==> config.mk <==
export PLATFORM = sky130hd
export DESIGN_NAME = npc_seq_flat
export DESIGN_NICKNAME = d
export VERILOG_FILES = /design/src/rtl/npc_seq_if.sv /design/src/rtl/npc_seq.sv /design/src/flat_wrapper.sv
export SDC_FILE = /design/constraint.sdc
export NUM_CORES = 1
export LEC_CHECK = 0
export CAP_MARGIN = 20
export CORE_ASPECT_RATIO = 2
export CORE_MARGIN = 2
export CORE_UTILIZATION = 38
export DETAILED_ROUTE_END_ITERATION = 10
export PLACE_DENSITY_LB_ADDON = 0.3
export SETUP_SLACK_MARGIN = 0.3
export SYNTH_ARGS = -nofsm -noshare
export SYNTH_HDL_FRONTEND = slang
export SYNTH_SLANG_ARGS = --single-unit
==> constraint.sdc <==
create_clock -name clk -period 2.8 [get_ports clk]
set_input_delay 0.56 -clock clk [delete_from_list [all_inputs] [get_ports clk]]
set_output_delay 0.56 -clock clk [all_outputs]
set_load 0.005 [all_outputs]
==> src/rtl/npc_seq_if.sv <==
// npc_seq_if: bundles the control, operand and status signals of the next-PC
// sequencer so the top module exposes one bus port beside clk/reset.
// The master side is the microsequencer control; the slave side is npc_seq.
// PC_W and HIST_DEPTH must match the parameters of the attached npc_seq.
interface npc_seq_if #(
  parameter int unsigned PC_W       = 14,
  parameter int unsigned HIST_DEPTH = 8
);
  localparam int unsigned HIDX_W = $clog2(HIST_DEPTH);
  localparam int unsigned CNT_W  = HIDX_W + 1;

  // fetch control
  logic              state_fetch;
  logic              stall;
  logic              trap;

  // next-PC source select and operands
  logic [1:0]        pcs;
  logic [PC_W-1:0]   spc;
  logic              spc1a;
  logic [PC_W-1:0]   ir_addr;
  logic [PC_W-1:0]   dpc;
  logic              skip;
  logic              clr_wrap;

  // PC and status
  logic [PC_W-1:0]   pc;
  logic [PC_W-1:0]   ipc;
  logic [PC_W-1:0]   npc;
  logic              trap_pend;
  logic              trap_taken;
  logic              wrap;

  // non-sequential transfer history
  logic [HIDX_W-1:0] hist_idx;
  logic [PC_W-1:0]   hist_pc;
  logic [CNT_W-1:0]  hist_count;

  modport master (
    output state_fetch, stall, trap, pcs, spc, spc1a, ir_addr, dpc, skip,
           clr_wrap, hist_idx,
    input  pc, ipc, npc, trap_pend, trap_taken, wrap, hist_pc, hist_count
  );

  modport slave (
    input  state_fetch, stall, trap, pcs, spc, spc1a, ir_addr, dpc, skip,
           clr_wrap, hist_idx,
    output pc, ipc, npc, trap_pend, trap_taken, wrap, hist_pc, hist_count
  );
endinterface

==> src/rtl/npc_seq.sv <==
// npc_seq: next micro-PC sequencer. Picks the next PC from trap vector, SPC
// return, IR jump field, dispatch PC or the incremented PC, holds the current
// PC, latches traps that arrive while a fetch is stalled and tracks a sticky
// wrap flag for sequential overflow.
// Optional macro NPC_HIST_EN adds a ring of the PCs from which
// non-sequential transfers were taken; without it hist_pc/hist_count are 0.
module npc_seq #(
  parameter int unsigned     PC_W       = 14,
  parameter logic [PC_W-1:0] TRAP_VEC   = '0,
  parameter logic [PC_W-1:0] RESET_PC   = '0,
  parameter int unsigned     HIST_DEPTH = 8
) (
  input  logic     clk,
  input  logic     reset,
  npc_seq_if.slave bus
);

  localparam int unsigned HIDX_W = $clog2(HIST_DEPTH);
  localparam int unsigned CNT_W  = HIDX_W + 1;
  localparam int unsigned SUM_W  = PC_W + 1;

  localparam logic [1:0] PCS_SPC = 2'b00;
  localparam logic [1:0] PCS_IR  = 2'b01;
  localparam logic [1:0] PCS_DPC = 2'b10;
  localparam logic [1:0] PCS_SEQ = 2'b11;

  logic [PC_W-1:0]  pc_q;
  logic             pend_q;
  logic             taken_q;
  logic             wrap_q;

  logic             accept;
  logic             trap_path;
  logic [PC_W-1:0]  ipc;
  logic [SUM_W-1:0] seq_sum;
  logic             seq_carry;
  logic [PC_W-1:0]  spc_ret;
  logic [PC_W-1:0]  npc;
  logic             wrap_set;

  // A fetch is accepted only when not stalled; a latched trap keeps forcing
  // the trap vector until some fetch is accepted.
  assign accept    = bus.state_fetch & ~bus.stall;
  assign trap_path = bus.trap | pend_q;

  // Incremented PC and the sequential sum with carry-out for wrap detection.
  assign ipc       = pc_q + PC_W'(1);
  assign seq_sum   = {1'b0, pc_q} + (bus.skip ? SUM_W'(2) : SUM_W'(1));
  assign seq_carry = seq_sum[PC_W];

  // SPC return address with bit 1 overridden by spc1a.
  always_comb begin
    spc_ret    = bus.spc;
    spc_ret[1] = bus.spc1a;
  end

  // Next-PC priority select: trap first, then the pcs-selected source.
  always_comb begin
    npc = seq_sum[PC_W-1:0];
    if (trap_path) begin
      npc = TRAP_VEC;
    end else begin
      unique case (bus.pcs)
        PCS_SPC: npc = spc_ret;
        PCS_IR:  npc = bus.ir_addr;
        PCS_DPC: npc = bus.dpc;
        PCS_SEQ: npc = seq_sum[PC_W-1:0];
        default: npc = seq_sum[PC_W-1:0];
      endcase
    end
  end

  // Wrap is only flagged by a real sequential advance, never by a trap.
  assign wrap_set = accept & (bus.pcs == PCS_SEQ) & ~trap_path & seq_carry;

  // Current PC register: loads the selected next PC on every accepted fetch.
  always_ff @(posedge clk or posedge reset) begin
    if (reset) begin
      pc_q <= RESET_PC;
    end else if (accept) begin
      pc_q <= npc;
    end
  end

  // Trap bookkeeping: any accept consumes the trap; an unaccepted trap is
  // latched; trap_taken pulses for one cycle after a trap-vector load.
  always_ff @(posedge clk or posedge reset) begin
    if (reset) begin
      pend_q  <= 1'b0;
      taken_q <= 1'b0;
    end else begin
      taken_q <= accept & trap_path;
      if (accept) begin
        pend_q <= 1'b0;
      end else if (bus.trap) begin
        pend_q <= 1'b1;
      end
    end
  end

  // Sticky wrap flag; a set in the same cycle beats a clear.
  always_ff @(posedge clk or posedge reset) begin
    if (reset) begin
      wrap_q <= 1'b0;
    end else if (wrap_set) begin
      wrap_q <= 1'b1;
    end else if (bus.clr_wrap) begin
      wrap_q <= 1'b0;
    end
  end

  assign bus.pc         = pc_q;
  assign bus.ipc        = ipc;
  assign bus.npc        = npc;
  assign bus.trap_pend  = pend_q;
  assign bus.trap_taken = taken_q;
  assign bus.wrap       = wrap_q;

`ifdef NPC_HIST_EN
  logic [PC_W-1:0]   hist_mem [HIST_DEPTH];
  logic [HIDX_W-1:0] wr_ptr;
  logic [HIDX_W-1:0] rd_ptr;
  logic [CNT_W-1:0]  hist_cnt;
  logic              hist_wr;

  // Any accepted transfer that is not a plain +1 step is recorded.
  assign hist_wr = accept & (npc != ipc);

  // Write pointer and saturating fill count.
  always_ff @(posedge clk or posedge reset) begin
    if (reset) begin
      wr_ptr   <= '0;
      hist_cnt <= '0;
    end else if (hist_wr) begin
      wr_ptr <= wr_ptr + HIDX_W'(1);
      if (hist_cnt != CNT_W'(HIST_DEPTH)) begin
        hist_cnt <= hist_cnt + CNT_W'(1);
      end
    end
  end

  // Ring storage holds the PC from which the transfer departed; not reset.
  always_ff @(posedge clk) begin
    if (hist_wr) begin
      hist_mem[wr_ptr] <= pc_q;
    end
  end

  // Index 0 reads the newest entry; the pointer arithmetic wraps naturally.
  assign rd_ptr         = wr_ptr - HIDX_W'(1) - bus.hist_idx;
  assign bus.hist_pc    = hist_mem[rd_ptr];
  assign bus.hist_count = hist_cnt;
`else
  logic unused_hist_idx;

  // History disabled: ports tied off, read index has no effect.
  assign unused_hist_idx = ^bus.hist_idx;
  assign bus.hist_pc     = '0;
  assign bus.hist_count  = '0;
`endif

endmodule

==> src/flat_wrapper.sv <==
// flat-port wrapper written by rule: the top's interface ports become plain ports
module npc_seq_flat 
#(
  parameter int unsigned     PC_W       = 14,
  parameter logic [PC_W-1:0] TRAP_VEC   = '0,
  parameter logic [PC_W-1:0] RESET_PC   = '0,
  parameter int unsigned     HIST_DEPTH = 8
)
  (clk, reset, bus_state_fetch, bus_stall, bus_trap, bus_pcs, bus_spc, bus_spc1a, bus_ir_addr, bus_dpc, bus_skip, bus_clr_wrap, bus_hist_idx, bus_pc, bus_ipc, bus_npc, bus_trap_pend, bus_trap_taken, bus_wrap, bus_hist_pc, bus_hist_count);
  npc_seq_if #(.PC_W(PC_W), .HIST_DEPTH(HIST_DEPTH)) bus_i ();
  input  logic clk;
  input  logic reset;
  input wire logic [$bits(bus_i.state_fetch)-1:0] bus_state_fetch;
  input wire logic [$bits(bus_i.stall)-1:0] bus_stall;
  input wire logic [$bits(bus_i.trap)-1:0] bus_trap;
  input wire logic [$bits(bus_i.pcs)-1:0] bus_pcs;
  input wire logic [$bits(bus_i.spc)-1:0] bus_spc;
  input wire logic [$bits(bus_i.spc1a)-1:0] bus_spc1a;
  input wire logic [$bits(bus_i.ir_addr)-1:0] bus_ir_addr;
  input wire logic [$bits(bus_i.dpc)-1:0] bus_dpc;
  input wire logic [$bits(bus_i.skip)-1:0] bus_skip;
  input wire logic [$bits(bus_i.clr_wrap)-1:0] bus_clr_wrap;
  input wire logic [$bits(bus_i.hist_idx)-1:0] bus_hist_idx;
  output wire logic [$bits(bus_i.pc)-1:0] bus_pc;
  output wire logic [$bits(bus_i.ipc)-1:0] bus_ipc;
  output wire logic [$bits(bus_i.npc)-1:0] bus_npc;
  output wire logic [$bits(bus_i.trap_pend)-1:0] bus_trap_pend;
  output wire logic [$bits(bus_i.trap_taken)-1:0] bus_trap_taken;
  output wire logic [$bits(bus_i.wrap)-1:0] bus_wrap;
  output wire logic [$bits(bus_i.hist_pc)-1:0] bus_hist_pc;
  output wire logic [$bits(bus_i.hist_count)-1:0] bus_hist_count;
  assign bus_i.state_fetch = bus_state_fetch;
  assign bus_i.stall = bus_stall;
  assign bus_i.trap = bus_trap;
  assign bus_i.pcs = bus_pcs;
  assign bus_i.spc = bus_spc;
  assign bus_i.spc1a = bus_spc1a;
  assign bus_i.ir_addr = bus_ir_addr;
  assign bus_i.dpc = bus_dpc;
  assign bus_i.skip = bus_skip;
  assign bus_i.clr_wrap = bus_clr_wrap;
  assign bus_i.hist_idx = bus_hist_idx;
  assign bus_pc = bus_i.pc;
  assign bus_ipc = bus_i.ipc;
  assign bus_npc = bus_i.npc;
  assign bus_trap_pend = bus_i.trap_pend;
  assign bus_trap_taken = bus_i.trap_taken;
  assign bus_wrap = bus_i.wrap;
  assign bus_hist_pc = bus_i.hist_pc;
  assign bus_hist_count = bus_i.hist_count;
  npc_seq #(.PC_W(PC_W), .TRAP_VEC(TRAP_VEC), .RESET_PC(RESET_PC), .HIST_DEPTH(HIST_DEPTH)) u_core (.clk(clk), .reset(reset), .bus(bus_i));
endmodule
==> qor.tcl, run 1 <==
set qor(synth_seq_area_share_pct) 21.4
set qor(tritoncts_num_sinks) 17
set qor(antenna_left) 0
set qor(synth_top_cell_area_share_pct) 21.4
set qor(status) {complete, no violations}
set qor(htree_levels) 1
set qor(timing_worst_slew_pin_value_ns) 0.789
set qor(layout.nets) 445
set qor(synth_top_cell_by_area) {dfrtp_1}
set qor(globalRouteTotalUtil_pct) 27.2
set qor(ys_top_cells_by_area) {dfrtp_1, buf_4, xor2_1, nor3_1, buf_6}
set qor(min_period_over_period_pct) 98.7
set qor(netlist_instances) 239
set qor(post_synth_instance_area_um2) 1990
set qor(final-max-slew-violation-count) 0
set qor(synth_cell_type_count) 54
set qor(maxSlewHeadroom_pct) 47.3
set qor(finalWorstPathRequiredPeriod_ns) 2.76
set qor(die_height_um) 106
set qor(timing.critical_path.slowest_cell_delay_ns) 0.51
set qor(grt.overflow.total) 0
set qor(synth.avg_cell_area_um2) 8.32
set qor(cp_top_family) {simple AND/OR/NAND/NOR gates}
set qor(area_enclosed_by_the_die_boundary_um2) 5860
set qor(placement.io_buffers) 95
set qor(cts-buffers-inserted) 3
set qor(crit_path_end_kind) {output pin}
set qor(vdd_drop_max_mv) 0.352
set qor(antenna-diode-count) 0
set qor(cts-hold-fix-buffers) 0
set qor(worst-path-buf-inv) 1
set qor(viasPerCell) 5.65
set qor(grt_max_degree) 18
set qor(area.growth.synth_to_final_pct) 82.3
set qor(path_max_fanout) 3
set qor(drt_pass1_iterations) 5
set qor(synth_top_flop_cell) {dfrtp_1}
set qor(placement_rows) 37
set qor(drt_wl_total_mm) 7.99
set qor(number_of_warnings_printed_during_yosys_synthesis) 0
set qor(maximum_operating_frequency_mhz) 362
set qor(worstPathCellList) {ha_4 -> fa_2 -> nand3_4 -> or4_4 -> or3_1 -> nand3_1 -> buf_2}
set qor(grt_antenna_before_repair) 0
set qor(fin_total_pwr_uw) 948
set qor(drv_cap) 0
set qor(critical_path.startpoint_type) {flip-flop}
set qor(grt_setup_unrepaired) {yes}
set qor(clock_latency_ns) 0.26
set qor(globalplace.congestion) 0.902
set qor(worstHoldPathType) {reg2reg}
set qor(leakage_uw) 0.00178
set qor(wl_per_cell_um) 18.0
set qor(skew_ns) 0.00394
set qor(start_util_pct) 39.1
set qor(worst-endpoint-arrival_ns) 2.20
set qor(postLayoutCellArea_um2) 3630
set qor(async_reset_ff_share_pct) 100
set qor(tritoncts) {done}
set qor(floorplan.core_area_um2) 5090
set qor(worstPathRequired_ns) 2.24
set qor(critical_path.slowest_cell) {or4_4}
set qor(detailedRoute.firstIterationViolations) 103
set qor(fillerInstances) 394
set qor(drcViolationCount) 0
set qor(share_of_layout_cells_above_drive_strength_1_pct) 35.6
set qor(synth-edff-count) 0
set qor(final-setup-viol-count) 0
set qor(hold_viol_final) 0
set qor(cts-root-to-sink-buffers) 2
set qor(root_buffer) {clkbuf_8}
set qor(worstSetupPathType) {reg2out}
set qor(placed_cell_area_um2) 3150
set qor(synth-seq-cells) 17
set qor(grt_first_pass_wirelength_mm) 11.8
set qor(design.portCount) 118
set qor(powerDensity_nw_per_um2) 262
set qor(die_width_um) 55.2
set qor(clock_pin_slew_of_the_registers_on_the_worst_case_setup_and_hold_paths_ns) 0.08
set qor(hpwlAfterDp_mm) 5.67
set qor(netlist_top_cells_count) {buf_4, nand2_1, nor3_1, dfrtp_1, nor2_1}
set qor(first_global_vias) 2500
set qor(routed-via-count) 2502
==> placed cells by master (no fill, tap or decap), types with 4 or more instances in the layout <==
cell type,count
dfrtp_2,5
mux2i_1,5
buf_2,5
clkdlybuf4s15_2,4
nand2_1,19
nand2b_1,5
dlymetal6s2s_1,7
dlygate4sd2_1,4
nor3_2,4
xor2_1,11
inv_1,7
nor2_2,4
nand4_1,5
nand3b_1,5
conb_1,18
nor3_4,5
buf_4,59
mux2_2,6
xnor2_1,4
nor2_1,13
clkdlybuf4s50_1,70
nor3_1,10
buf_6,10
dfrtp_1,12
o21ai_0,8
nand3_1,8
==> repair_timing <==
| action | in CTS | in global routing |
|---|---|---|
| cloned | 0 | 0 |
| pin swaps | 16 | 6 |
| endpoints found under the setup margin | 26 | 23 |
| gates resized for setup | 91 | 36 |
| buffers inserted | 10 | 7 |
==> path summary, 6_finish.rpt <==
path                                  start                 to  slack (ns)  cells after the start
max                        u_core.bus.pc[0]        bus_npc[12]        0.04                      7
min                         u_core.bus.wrap    u_core.bus.wrap        0.55                      2
max reg2reg                u_core.bus.pc[0]  u_core.bus.pc[12]        0.64                      7
min reg2reg                 u_core.bus.wrap    u_core.bus.wrap        0.55                      2
max in group asynchronous             reset   u_core.bus.pc[7]        1.52                      2
min in group asynchronous             reset   u_core.bus.pc[5]        0.74                      2
==> power by group <==
part	internal [uW]	leakage (uW)	switching [uW]
combinational	267	0.00154	187
sequential	265	0.000221	29.5
clock	101	0.0000228	99.4
total	633	0.00178	316
==> flip-flops by register name, summed over array words and instances (netlist names) <==
signal,cells
u_core.bus.pc,14
u_core.bus.trap_pend,1
u_core.bus.trap_taken,1
u_core.bus.wrap,1
==> logic make-up (layout without fill, tap and decap cells) <==
family	count (synthesis)	in the layout	synth area share [%]
buf+inv	45	174	16.7
fa+ha+maj	4	4	2.89
mux	14	14	9.31
flops	17	17	21.4
simple gates	103	103	28.6
other cells	1	18	0.188
compound gates	38	38	13.4
xor+xnor	17	17	7.48
==> area by class of cell <==
cell class | instances | area [um^2] | area share (%)
clock buffer | 4 | 45.0 | 1.24
multi-input combinational | 194 | 1550 | 42.8
sequential | 17 | 432 | 11.9
tap | 58 | 72.6 | 2.00
timing repair buffer | 162 | 1490 | 41.2
inverter | 8 | 32.5 | 0.897
==> worst register-to-register path: stages, from the launching register on <==
cell	delay, ns
dfrtp_1	0.42
ha_4	0.17
fa_2	0.23
nand3_4	0.10
or4_4	0.51
buf_4	0.16
or4_1	0.40
nand4_1	0.10
==> per-layer routing <==
| metal | vias to the layer above | GRT usage, % | part of all wire [%] |
|---|---|---|---|
| li1 | 1113 | - | - |
| met1 | 1196 | 28.5 | 31 |
| met2 | 159 | 48.9 | 57 |
| met3 | 34 | 1.97 | 6.5 |
| met4 | 0 | 15.7 | 4.8 |
| met5 | - | 0 | 0 |
==> through the flow <==
step                      utilization, %  hold WS (ns)  instances  setup WS, ns  setup TNS (ns)
after CTS                           67.4         0.537        436        0.0353               0
after detailed placement            61.9         0.526        422        -0.839           -9.18
after floorplan                        -         0.486        256         0.312               0
final                               71.2         0.547        443        0.0377               0
after global routing                71.2         0.584        443       -0.0260         -0.0400
after global placement              61.9         0.521        422        -0.751           -8.69
(Power assumes the default switching activity.)
==> run 2, diff against run 1 <==
==> constraint.sdc (replaced) <==
create_clock -name clk -period 2.8 [get_ports clk]
set_input_delay 0.56 -clock clk [delete_from_list [all_inputs] [get_ports clk]]
set_output_delay 0.56 -clock clk [all_outputs]
set_load 0.02 [all_outputs]
==> qor.tcl, run 2 (same netlist as run 1, synthesis figures left out) <==
set qor(status) {finished, violations left}
set qor(violated_checks) {setup timing}
set qor(grt_busiest_layer) {met2}
set qor(die_height_um) 106
set qor(worst_slack_ns) -0.109
set qor(grt_max_degree) 18
set qor(finalWorstPathRequiredPeriod_ns) 2.91
set qor(root_buffer) {clkbuf_8}
set qor(area_enclosed_by_the_die_boundary_um2) 5860
set qor(final-seq-area_um2) 429
set qor(cp-startpoint) {bus_skip}
set qor(critical_path.slowest_cell) {mux4_2}
set qor(drcViolationCount) 0
set qor(most_common_library_cell_in_the_layout_ignoring_fill_and_taps) {clkdlybuf4s50_1}
set qor(tritoncts) {done}
set qor(placement.io_buffers) 95
set qor(layout.cells.most_common_list) {clkdlybuf4s50_1, buf_4, nand2_1}
set qor(critical_path.startpoint_type) {input port}
set qor(reg2reg_from) {u_core.bus.pc[0]}
set qor(grt_antenna_before_repair) 0
set qor(design.portCount) 118
set qor(leakage_uw) 0.00169
set qor(die_width_um) 55.2
set qor(timing_worst_slew_pin_value_ns) 0.762
set qor(min_period_over_period_pct) 104
set qor(skew_ns) 0.00369
set qor(cts-hold-fix-buffers) 0
set qor(powerDensity_nw_per_um2) 286
set qor(most_prevalent_standard_cell_on_the_critical_path) {buf_6}
set qor(vdd_drop_max_mv) 0.258
set qor(worstSetupPathType) {in2out}
set qor(share_of_layout_cells_above_drive_strength_1_pct) 38.3
set qor(drt_pass1_iterations) 4
set qor(gr-usage-met3_pct) 4.21
set qor(cts-root-to-sink-buffers) 2
set qor(met2_usage_pct) 50.3
set qor(clock_pin_slew_of_the_registers_on_the_worst_case_setup_and_hold_paths_ns) 0.07
set qor(crit_path_end_kind) {output pin}
set qor(maximum_operating_frequency_mhz) 344
set qor(globalRouteTotalUtil_pct) 29.2
set qor(worstPathCellList) {buf_6 -> buf_8 -> inv_12 -> ha_4 -> fa_2 -> buf_4 -> xor2_1 -> mux4_2 -> and2_4 -> buf_6}
set qor(antenna-diode-count) 0
set qor(htree_levels) 1
set qor(timing.critical_path.slowest_cell_delay_ns) 0.47
set qor(grt_setup_unrepaired) {yes}
set qor(worst-endpoint-arrival_ns) 2.35
set qor(worstPathRequired_ns) 2.24
set qor(floorplan.core_area_um2) 5090
set qor(detailedRoute.firstIterationViolations) 108
set qor(largest_reg_flops) 14
set qor(hpwlAfterDp_mm) 5.85
set qor(hold_viol_final) 0
set qor(antenna_left) 0
set qor(cts-buffers-inserted) 3
set qor(grt.overflow.total) 0
set qor(final-setup-viol-count) 3
set qor(worstHoldPathType) {reg2reg}
set qor(first_global_vias) 2683
set qor(clock_latency_ns) 0.26
set qor(hold-worst-slack_ns) 0.565
set qor(grt_first_pass_wirelength_mm) 12.6
set qor(layout.core_utilization_pct) 71.4
set qor(multiInputGateArea_um2) 1560
set qor(area.growth.synth_to_final_pct) 82.6
set qor(drt_wl_total_mm) 8.33
set qor(viasPerCell) 5.64
set qor(tritoncts_num_sinks) 17
set qor(critical_hold_path_startpoint) {u_core.bus.wrap}
set qor(r2r_slack_ns) 0.49
set qor(globalplace.congestion) 0.956
set qor(path_max_fanout) 2
set qor(cp_top_family) {adder cells}
set qor(worst-path-buf-inv) 5
set qor(placement_rows) 37
set qor(wl_per_cell_um) 18.8
set qor(drv_cap) 0
set qor(routed-via-count) 2503
set qor(start_util_pct) 39.1
set qor(maxSlewHeadroom_pct) 49.1
set qor(global_route_met1_usage_pct) 30.4
set qor(layout.nets) 446
set qor(fillerInstances) 395
set qor(final-max-slew-violation-count) 0
run 2: cell count changes in the layout (fill, tap and decap cells not counted), sizes merged:
cell and delta:
dlygate4sd2 -1, clkinv +1, dlymetal6s2s -7, buf +8, clkbuf +3, clkdlybuf4s50 -3
run 2: layer usage:
metal  up-vias  routed length (um)
li1       1110                   -
met1      1177                2590
met2       174                4590
met3        42                 662
met4         0                 489
met5         -                   0
run 2: area by class of cell:
type	count	area share (%)
clock buffers	3	1.14
clock inverters	1	0.138
inverters	8	1.17
multi-input cells	194	42.8
flip-flops and latches	17	11.8
well taps	58	2.00
repair buffers	163	40.9
run 2: worst reg2reg max path, cell delays in order, from the launching register on:
cell and delay, ns:
dfrtp_2 0.44, ha_4 0.19, fa_2 0.43, mux4_2 0.48, and2_4 0.16, buf_4 0.13
buf_4 0.12, mux2_2 0.26
run 2: per-stage QoR:
step | cell area (um^2) | setup TNS [ns] | setup slack (ns) | power [uW] | instances
2_1_floorplan | 2110 | 0 | 0.226 | 560 | 256
5_1_grt | 3630 | -0.390 | -0.153 | 1080 | 444
4_1_cts | 3560 | -0.122 | -0.102 | 1010 | 438
6_report | 3630 | -0.251 | -0.109 | 1040 | 444
3_3_place_gp | 3220 | -11.29 | -0.919 | 780 | 423
3_5_place_dp | 3220 | -11.39 | -0.926 | 789 | 423
run 2: where the power goes:
| part | total [uW] | internal, uW | switching (uW) |
|---|---|---|---|
| clock network | 198 | 99.2 | 99.3 |
| logic | 547 | 276 | 271 |
| registers | 292 | 264 | 28.0 |
| total | 1040 | 640 | 398 |
run 2: worst paths after layout:
| check | cells past startpoint | end |
|---|---|---|
| worst min register to register | 2 | u_core.bus.wrap |
| worst max-delay path | 10 | bus_npc[2] |
| max in group asynchronous | 2 | u_core.bus.pc[0] |
| worst min-delay path | 2 | u_core.bus.wrap |
| worst max register to register | 7 | u_core.bus.pc[1] |
| min in group asynchronous | 2 | u_core.bus.pc[2] |
run 2: what timing repair did:
| item | in CTS | in global routing |
|---|---|---|
| setup endpoints to repair | 27 | 22 |
| setup buffers | 11 | 6 |
| resized for setup | 150 | 23 |
| pin swaps | 21 | 11 |
